--- src/rtl/tubes_scheduler.sv ---
// ---------------------------------------------------------------------------
// tubes_scheduler
//
// Owns the eight 8-bit character slots feeding the seven-segment display
// driver. Three requesters share the slots:
//   * timed alerts    - captured on request, held for HOLD_TICKS ticks
//   * status text     - shown live for as long as status_valid is high
//   * scroll banner   - 16-char ring, advanced one char every SCROLL_TICKS ticks
// Priority is alert > status > scroll > blank. Code 8'hFF is blank.
//
// Parameters
//   TICK_DIV      clk cycles per scheduler tick (>=2)
//   HOLD_TICKS    ticks an accepted alert stays on screen (>=1)
//   SCROLL_TICKS  ticks between one-char scroll steps (>=1)
//
// Ports
//   clk, rst          clock; asynchronous active-high reset
//   alert_req         level request, alert_text valid while high
//   alert_text[63:0]  8 chars, [63:56] -> data7 ... [7:0] -> data0
//   alert_ack         one-cycle pulse when alert_text has been captured
//   status_valid      level; status_text shown while high (no alert active)
//   status_text[63:0] same packing as alert_text, sampled every cycle
//   scroll_en         level; enables the scrolling banner
//   scroll_text[127:0] 16 chars, [127:120]=char0 ... [7:0]=char15
//   data7..data0      registered char codes to the display driver
//   src[1:0]          registered source: 0 blank, 1 scroll, 2 status, 3 alert
// ---------------------------------------------------------------------------
module tubes_scheduler #(
  parameter int unsigned TICK_DIV     = 10_000_000,
  parameter int unsigned HOLD_TICKS   = 20,
  parameter int unsigned SCROLL_TICKS = 3
) (
  input  logic         clk,
  input  logic         rst,
  input  logic         alert_req,
  input  logic [63:0]  alert_text,
  output logic         alert_ack,
  input  logic         status_valid,
  input  logic [63:0]  status_text,
  input  logic         scroll_en,
  input  logic [127:0] scroll_text,
  output logic [7:0]   data7,
  output logic [7:0]   data6,
  output logic [7:0]   data5,
  output logic [7:0]   data4,
  output logic [7:0]   data3,
  output logic [7:0]   data2,
  output logic [7:0]   data1,
  output logic [7:0]   data0,
  output logic [1:0]   src
);

  // -------------------------------------------------------------------------
  // Widths and constants
  // -------------------------------------------------------------------------
  localparam int unsigned TICK_W = $clog2(TICK_DIV);
  localparam int unsigned HOLD_W = $clog2(HOLD_TICKS + 1);
  localparam int unsigned STEP_W = (SCROLL_TICKS > 1) ? $clog2(SCROLL_TICKS) : 1;

  localparam logic [TICK_W-1:0] TICK_LAST = TICK_W'(TICK_DIV - 1);
  localparam logic [HOLD_W-1:0] HOLD_LOAD = HOLD_W'(HOLD_TICKS);
  localparam logic [HOLD_W-1:0] HOLD_ONE  = HOLD_W'(1);
  localparam logic [STEP_W-1:0] STEP_LAST = STEP_W'(SCROLL_TICKS - 1);
  localparam logic [63:0]       BLANK_ROW = {8{8'hFF}};

  // State encoding doubles as the src code presented to the driver.
  typedef enum logic [1:0] {
    ST_BLANK  = 2'd0,
    ST_SCROLL = 2'd1,
    ST_STATUS = 2'd2,
    ST_ALERT  = 2'd3
  } state_t;

  // -------------------------------------------------------------------------
  // Registers and next-state signals
  // -------------------------------------------------------------------------
  logic [TICK_W-1:0] tick_cnt_q;
  logic              tick;

  state_t            state_q, state_d;
  state_t            rest_state;
  logic [HOLD_W-1:0] hold_q, hold_d;
  logic [3:0]        pos_q, pos_d;
  logic [STEP_W-1:0] step_q, step_d;
  logic [63:0]       alert_buf_q, alert_buf_d;
  logic [63:0]       data_q, data_d;
  logic [1:0]        src_q;
  logic              ack_q;
  logic              capture;

  logic [7:0]        scroll_chars [16];
  logic [63:0]       scroll_window;

  // -------------------------------------------------------------------------
  // Free-running tick divider: never paused, only cleared by rst, so an alert
  // may begin anywhere inside a tick period.
  // -------------------------------------------------------------------------
  assign tick = (tick_cnt_q == TICK_LAST);

  always_ff @(posedge clk or posedge rst) begin
    if (rst) begin
      tick_cnt_q <= '0;
    end else if (tick) begin
      tick_cnt_q <= '0;
    end else begin
      tick_cnt_q <= tick_cnt_q + TICK_W'(1);
    end
  end

  // -------------------------------------------------------------------------
  // Scroll text unpacking and 8-char window starting at the next position.
  // The 4-bit index add wraps the window around the 16-char ring for free.
  // -------------------------------------------------------------------------
  genvar gi;
  generate
    for (gi = 0; gi < 16; gi++) begin : g_chars
      assign scroll_chars[gi] = scroll_text[127 - 8*gi -: 8];
    end

    for (gi = 0; gi < 8; gi++) begin : g_window
      logic [3:0] char_idx;
      assign char_idx = pos_d + 4'(gi);
      assign scroll_window[63 - 8*gi -: 8] = scroll_chars[char_idx];
    end
  endgenerate

  // -------------------------------------------------------------------------
  // Arbitration
  // -------------------------------------------------------------------------
  // The ack from the previous cycle masks the request, so a requester that
  // keeps alert_req high is re-captured every other cycle.
  assign capture = alert_req && !ack_q;

  // Where the screen goes when no alert owns it.
  always_comb begin
    if (status_valid) begin
      rest_state = ST_STATUS;
    end else if (scroll_en) begin
      rest_state = ST_SCROLL;
    end else begin
      rest_state = ST_BLANK;
    end
  end

  always_comb begin
    state_d     = rest_state;
    hold_d      = hold_q;
    alert_buf_d = alert_buf_q;

    if (capture) begin
      // A fresh capture always wins, including on the tick that would
      // otherwise have ended the current alert.
      state_d     = ST_ALERT;
      hold_d      = HOLD_LOAD;
      alert_buf_d = alert_text;
    end else if (state_q == ST_ALERT) begin
      state_d = ST_ALERT;
      if (tick) begin
        if (hold_q <= HOLD_ONE) begin
          // Last tick of the hold: leave in the same cycle.
          hold_d  = '0;
          state_d = rest_state;
        end else begin
          hold_d = hold_q - HOLD_ONE;
        end
      end
    end
  end

  // -------------------------------------------------------------------------
  // Scroll position: restarts at 0 on every entry into SCROLL (also after
  // being pre-empted) and is frozen while another source owns the screen.
  // -------------------------------------------------------------------------
  always_comb begin
    pos_d  = pos_q;
    step_d = step_q;
    if (state_d == ST_SCROLL) begin
      if (state_q != ST_SCROLL) begin
        pos_d  = '0;
        step_d = '0;
      end else if (tick) begin
        if (step_q == STEP_LAST) begin
          step_d = '0;
          pos_d  = pos_q + 4'd1;
        end else begin
          step_d = step_q + STEP_W'(1);
        end
      end
    end
  end

  // -------------------------------------------------------------------------
  // Display row for the state being entered.
  // -------------------------------------------------------------------------
  always_comb begin
    data_d = BLANK_ROW;
    case (state_d)
      ST_ALERT:  data_d = alert_buf_d;
      ST_STATUS: data_d = status_text;
      ST_SCROLL: data_d = scroll_window;
      default:   data_d = BLANK_ROW;
    endcase
  end

  // -------------------------------------------------------------------------
  // FSM state and registered outputs. An asynchronous reset mid-alert drops
  // the captured alert and any pending ack immediately.
  // -------------------------------------------------------------------------
  always_ff @(posedge clk or posedge rst) begin
    if (rst) begin
      state_q     <= ST_BLANK;
      hold_q      <= '0;
      pos_q       <= '0;
      step_q      <= '0;
      alert_buf_q <= BLANK_ROW;
      data_q      <= BLANK_ROW;
      src_q       <= 2'd0;
      ack_q       <= 1'b0;
    end else begin
      state_q     <= state_d;
      hold_q      <= hold_d;
      pos_q       <= pos_d;
      step_q      <= step_d;
      alert_buf_q <= alert_buf_d;
      data_q      <= data_d;
      src_q       <= state_d;
      ack_q       <= capture;
    end
  end

  assign alert_ack = ack_q;
  assign src       = src_q;
  assign data7     = data_q[63:56];
  assign data6     = data_q[55:48];
  assign data5     = data_q[47:40];
  assign data4     = data_q[39:32];
  assign data3     = data_q[31:24];
  assign data2     = data_q[23:16];
  assign data1     = data_q[15:8];
  assign data0     = data_q[7:0];

endmodule
--- config.mk ---
export PLATFORM = sky130hd
export DESIGN_NAME = tubes_scheduler
export DESIGN_NICKNAME = d
export VERILOG_FILES = /design/src/rtl/tubes_scheduler.sv
export SDC_FILE = /design/constraint.sdc
export NUM_CORES = 1
export LEC_CHECK = 0
export CAP_MARGIN = 25
export CORE_UTILIZATION = 51
export DETAILED_ROUTE_END_ITERATION = 10
export PLACE_DENSITY = 0.82
export SLEW_MARGIN = 0
export SYNTH_ARGS = -nofsm -noshare
export SYNTH_HDL_FRONTEND = slang
export SYNTH_SLANG_ARGS = --single-unit
--- constraint.sdc ---
create_clock -name clk -period 5.57 [get_ports clk]
set_clock_uncertainty 0.05 [all_clocks]
set_input_delay 0.8355 -clock clk [delete_from_list [all_inputs] [get_ports clk]]
set_output_delay 0.8355 -clock clk [all_outputs]
set_load 0.01 [all_outputs]
== Word-level counts from Yosys, hierarchy flattened ==
Index checks and enable logic that the tools add are counted.

* Flip-flop bits (word level): 166
* Input bits: 261
* Output and inout bits: 67

* Add/subtract/negate cells: 11
* $lt $le $gt $ge: 9
* Eq/ne operators: 7
* Mux-type cells: 44
* Bitwise logic cells: 8
* Reductions and logical operators: 7

{| class="wikitable"
|+ Operators by type and width
! operator !! count
|-
| $bmux 8 s4 || 8
|-
| $pmux 64 s3 || 1
|-
| $mux 8 || 16
|-
| $mux 64 || 1
|-
| $ge 5x5->1 const B || 8
|-
| $not 4->5 || 8
|-
| $add 24x1->24 const B || 1
|-
| $eq 24x24->1 const B || 1
|-
| $mux 24 || 1
|-
| $mux 5 || 4
|-
| $add 4x3->4 const B || 4
|-
| $mux 2 || 8
|-
| $mux 4 || 4
|-
| $add 4x1->4 const B || 2
|-
| $add 4x2->4 const B || 2
|-
| $eq 2x2->1 const B || 4
|-
| $reduce_bool 2->1 || 3
|-
| $le 5x1->1 const B || 1
|-
| $sub 5x1->5 const B || 1
|-
| $reduce_and 2->1 || 2
|-
| $add 2x1->2 const B || 1
|-
| $eq 2x1->1 const B || 1
|-
| $ne 2x1->1 const B || 1
|-
| $logic_and 1x1->1 || 1
|-
| other kinds (2) || 2
|}

== Depth between registers and ports, before layout ==
Gate-level depths: netlist of run 1.

* Word-level depth: 14
* Depth in mapped cells: 17
* Gate-level depth less buffers: 13

== Least setup slack after synthesis of run 1 ==
No wires, ideal clock.

* Kind: input port to flip-flop
* Start point: input port alert_req
* End point: register data_q[48]
* Setup time: 0.094 ns
* Arrival time: 4.274 ns
* Data required time: 5.426 ns
* Setup slack: 1.152 ns
* Cell stages on the path: 17
* Path buffers: 7
* Path through: nor2b_1 > buf_6 > or2_1 > buf_2 > and2_1 > a31o_2 > nor2_8 > inv_2 > buf_6 > buf_4 > buf_2 > ha_1 > clkbuf_1 > clkbuf_1 > mux4_2 > o211ai_1 > o211ai_1

* Word-level cells in the longest chain between the ends: 10

{| class="wikitable"
|+ RTL lines
! item !! line !! RTL
|-
| start: declaration || 35 || <nowiki>input logic alert_req,</nowiki>
|-
| $logic_and 1x1->1 || 132 || <nowiki>assign capture = alert_req && !ack_q;</nowiki>
|-
| $mux 2 || 150 || <nowiki>if (capture) begin</nowiki>
|-
| $eq 2x1->1 || 177 || <nowiki>if (state_d == ST_SCROLL) begin</nowiki>
|-
| $mux 4 || 177 ||
|-
| named net g_window[0].char_idx[0] || 121 || <nowiki>logic [3:0] char_idx;</nowiki>
|-
| $add 4x1->4 || 122 || <nowiki>assign char_idx = pos_d + 4'(gi);</nowiki>
|-
| $not 4->5 (implied by the code) || 123 || <nowiki>assign scroll_window[63 - 8*gi -: 8] = scroll_chars[char_idx];</nowiki>
|-
| $bmux 8 s4 || 123 ||
|-
| $mux 8 (implied by the code) (2 in a row) || 123 ||
|-
| $pmux 64 s3 || 197 || <nowiki>case (state_d)</nowiki>
|-
| named net data_d[48] || 86 || <nowiki>logic [63:0] data_q, data_d;</nowiki>
|-
| end signal: assignment || 225 || <nowiki>data_q <= data_d;</nowiki>
|-
| end: declaration || 86 ||
|}

The timed path passes the listed nets, and every way through them passes these cells. The select of a mux whose other input is x is not followed.
A chain may end at the register's enable or synchronous reset.

== Final worst setup path of run 1 ==
* Start point: input port scroll_en
* End point: register data_q[48]

* Word-level cells in the longest chain between the ends: 14

{| class="wikitable"
|+ RTL lines
! item !! line !! RTL
|-
| start: declaration || 40 || <nowiki>input logic scroll_en,</nowiki>
|-
| $mux 1 (*) || 138 || <nowiki>end else if (scroll_en) begin</nowiki>
|-
| $mux 2 (*) || 136 || <nowiki>if (status_valid) begin</nowiki>
|-
| $mux 2 || 159 || <nowiki>if (hold_q <= HOLD_ONE) begin</nowiki>
|-
| $mux 2 || 158 || <nowiki>if (tick) begin</nowiki>
|-
| $mux 2 (*) || 156 || <nowiki>end else if (state_q == ST_ALERT) begin</nowiki>
|-
| $mux 2 (*) || 150 ||
|-
| $eq 2x1->1 || 177, 197 ||
|-
| $mux 4 || 177 ||
|-
| $add 4x1->4 || 122 ||
|-
| $not 4->5 (implied by the code) || 123 ||
|-
| $bmux 8 s4 || 123 ||
|-
| $mux 8 (implied by the code) (2 in a row) || 123 ||
|-
| $pmux 64 s3 (*) || 197 ||
|-
| named net data_d[48] || 86 ||
|}

The timed path passes the listed nets; every way through them passes the cells marked *. The select of a mux whose other input is x is not followed.

==> results.yml, run 1 <==
status:
  outcome: "complete, but fails checks"
  violations: "DRC"
power_and_ir_drop:
  power_density_nw_per_um2: 209
  power.total_uw: 3680
  vdd_drop_max_uv: 198
  p_leak_uw: 0.00735
placement:
  dp_hpwl_mm: 39.1
  place.gp.congestion: 1.03
  post-place-ws_ns: 0.304
  portBuffers: 327
clock_network:
  clock_latency_ns: 0.46
  htreeDepth: 4
  cts_tree: "yes"
  path_clk_slew_ns: 0.07
  root_buffer: "clkbuf_16"
  cts.sinks: 166
  cts_made_buffers: 17
  cts_resized: 0
  postCtsHoldBufs: 0
  cts_buffer_depth: 2
  postCtsSetupBuffers: 0
grt:
  antenna_found_initial: 2
  grt_usage_pct: 38.1
  grt_pass1_wl_mm: 76.9
  grt_max_degree: 91
  overflow: 0
  grt_pass1_vias: 12751
synthesis:
  synth-warning-count: 0
  ys_seq_area_share_pct: 31.6
  synth_compound_area_share_pct: 17.3
  syn_area_sq_um: 13600
  ys_types: 79
  synth_cells: 1369
  synth-seq-cells: 166
  synthFlopType: "dfstp_2"
  synth_mux_area_share_pct: 32.7
  syn-num-nets: 1635
  synth_top_family_by_area: "multiplexers"
  synth-edff-count: 0
  synth_area_per_cell_sq_um: 9.96
  synthArstFlopShare_pct: 100
  synth-xor-area-share_pct: 2.39
  synth-simple-area-share_pct: 10.9
  synth_fa_ha_area_share_pct: 0.459
drt:
  first_iter_violations: 1556
  drt_wl_total_mm: 52.5
  post-route-drc-count: 26
  viasPerCell: 6.67
  postRouteAntennaNets: 0
  dr.pass1.iters: 8
  wl_per_cell_um: 26.5
  vias: 13198
floorplan:
  die_area_sq_um: 27400
  initial_utilization_pct: 52.2
  die_w_um: 165
  rows: 59
  io_pins: 328
  die_height_um: 165
  fp.coreArea_sq_um: 26100
worst_setup_path:
  reg2reg_slack_ns: 0.74
  worstRegToRegCells: 14
  crit_type: "input port to register"
  arrival_ns: 5.18
  cp-end-kind: "register"
  r2r-start: "hold_q[1]"
  critPathMaxFanout: 32
  required_ns: 5.85
  start_kind: "input port"
  reg2reg_to: "data_q[48]"
timing:
  finalSetupViolCount: 0
  max_freq_mhz: 204
  hold_violations: 0
  period_needed_ns: 4.90
  fin_crit_sh_pct: 88.0
  worst_slack_ns: 0.671
  slew_violations: 0
  relSlewSlack_pct: 25.6
  tightest_slew_ns: 1.10
  tns_ns: 0
  rsz0062_at_grt: "false"
hold_path:
  worstHoldEndpoint: "tick_cnt_q[0]"
  hold_depth: 1
  hold_path.class: "register to register"
  min_from: "tick_cnt_q[0]"
finish:
  fillCellCount: 2019
  areaGrowthSynthToFinish_pct: 29.4
  nets: 1896
  drive_above_1_share_pct: 21.9
  post-route-util_pct: 67.5
run:
  maxCapViolCount: 0
## per-stage QoR
step                      area [sq um]  hold WS [ns]  instances
after global routing             17600         0.468       1980
after floorplan                  13600         0.398       1369
after global placement           17000         0.420       1943
after detailed placement         17100         0.434       1945
final                            17600         0.444       1980
after CTS                        17600         0.444       1977
## cells in the final DEF (no fill, tap or decap), types with 11 or more instances in the layout
master,count
dfstp_2,128
a21oi_1,109
or3_1,35
buf_4,24
o221ai_1,25
a221o_1,16
nand2_1,82
nor2_1,102
clkdlybuf4s50_1,326
dfrtp_1,38
nand3_1,20
a221oi_1,11
o211ai_1,49
o31a_1,25
clkbuf_16,17
mux2_2,104
mux4_2,32
xnor2_1,15
o21ai_0,61
mux2i_1,254
## final cells by class
type | instances | area (sq um) | area share, %
clock inverter | 15 | 141 | 0.802
timing repair buffer | 357 | 3550 | 20.1
inverter | 14 | 61.3 | 0.348
sequential | 166 | 4310 | 24.5
tap | 335 | 419 | 2.38
clock buffer | 17 | 425 | 2.41
antenna | 2 | 5.00 | 0.0284
multi-input combinational | 1074 | 8720 | 49.5
## metal layers
layer | vias up | track usage [%] | share of wire (%)
met1 | 6435 | 50.4 | 40
met3 | 168 | 8.27 | 9.6
li1 | 5695 | - | -
met4 | 0 | 21.9 | 5.8
met2 | 900 | 57.3 | 45
met5 | - | 0 | 0
## where the power goes
group          leakage, uW  switching, uW  internal, uW
combinational      0.00526            468           504
clock             0.000264            606           590
sequential         0.00183           58.7          1460
## logic make-up (layout without fill, tap and decap cells)
logic type	count (synthesis)	after routing
xor+xnor	29	29
compound gates	345	345
buf+inv	129	403
mux	392	392
fa+ha+maj	5	5
other cells	0	2
simple gates	303	303
flops	166	166
## state kept, by name, summed over array words and instances, names as in the netlist
| register | cells |
|---|---|
| alert_buf_q | 64 |
| data_q | 64 |
| tick_cnt_q | 24 |
| hold_q | 5 |
| pos_q | 4 |
| src | 2 |
| step_q | 2 |
| alert_ack | 1 |
## synthesized netlist by cell type, types with 15 or more instances
cell type	count	share of area, %
mux2i_1	254	19
dfstp_2	128	25
a21oi_1	110	4.0
mux2_2	104	8.6
nor2_1	103	2.8
nand2_1	82	2.3
o21ai_0	61	2.2
clkbuf_1	59	1.6
o211ai_1	49	2.7
dfrtp_1	38	7.0
buf_2	35	1.3
or3_1	35	1.6
mux4_2	32	5.3
o221ai_1	25	1.6
o31a_1	25	1.6
nand3_1	20	0.73
a221o_1	16	1.2
xnor2_1	15	0.96
## worst max-delay path, stage by stage
cell and delay (ns):
clkdlybuf4s50_1 0.52, nand2b_1 0.11, or2_1 0.34, and2_1 0.20
a31o_2 0.43, nor2_8 0.44, clkinv_2 0.55, ha_1 0.54
buf_12 0.22, mux4_2 0.34, or3_1 0.33, o211ai_1 0.13
o211ai_1 0.14
## worst max-delay path by stage
stage	from	endpoint	slack (ns)	cells after the start
detailed placement	scroll_en	data_q[48]	0.30	13
floorplan	rst	alert_ack	0.41	1
CTS	scroll_en	data_q[48]	0.76	13
finish	scroll_en	data_q[48]	0.67	13
global route	scroll_en	data_q[48]	0.52	13
global placement	scroll_en	data_q[49]	0.42	13
(Power assumes the default switching activity.)
==> inputs of run 2 (changes only) <==
--- a/config.mk
+++ b/config.mk
@@ -7,6 +7,7 @@
 export LEC_CHECK = 0
 export CAP_MARGIN = 25
 export CORE_UTILIZATION = 51
+export CTS_CLUSTER_DIAMETER = 50
 export DETAILED_ROUTE_END_ITERATION = 10
 export PLACE_DENSITY = 0.82
 export SLEW_MARGIN = 0
==> results of run 2 <==
Same layout as run 1: the final DEF is identical, and so are final timing and power.
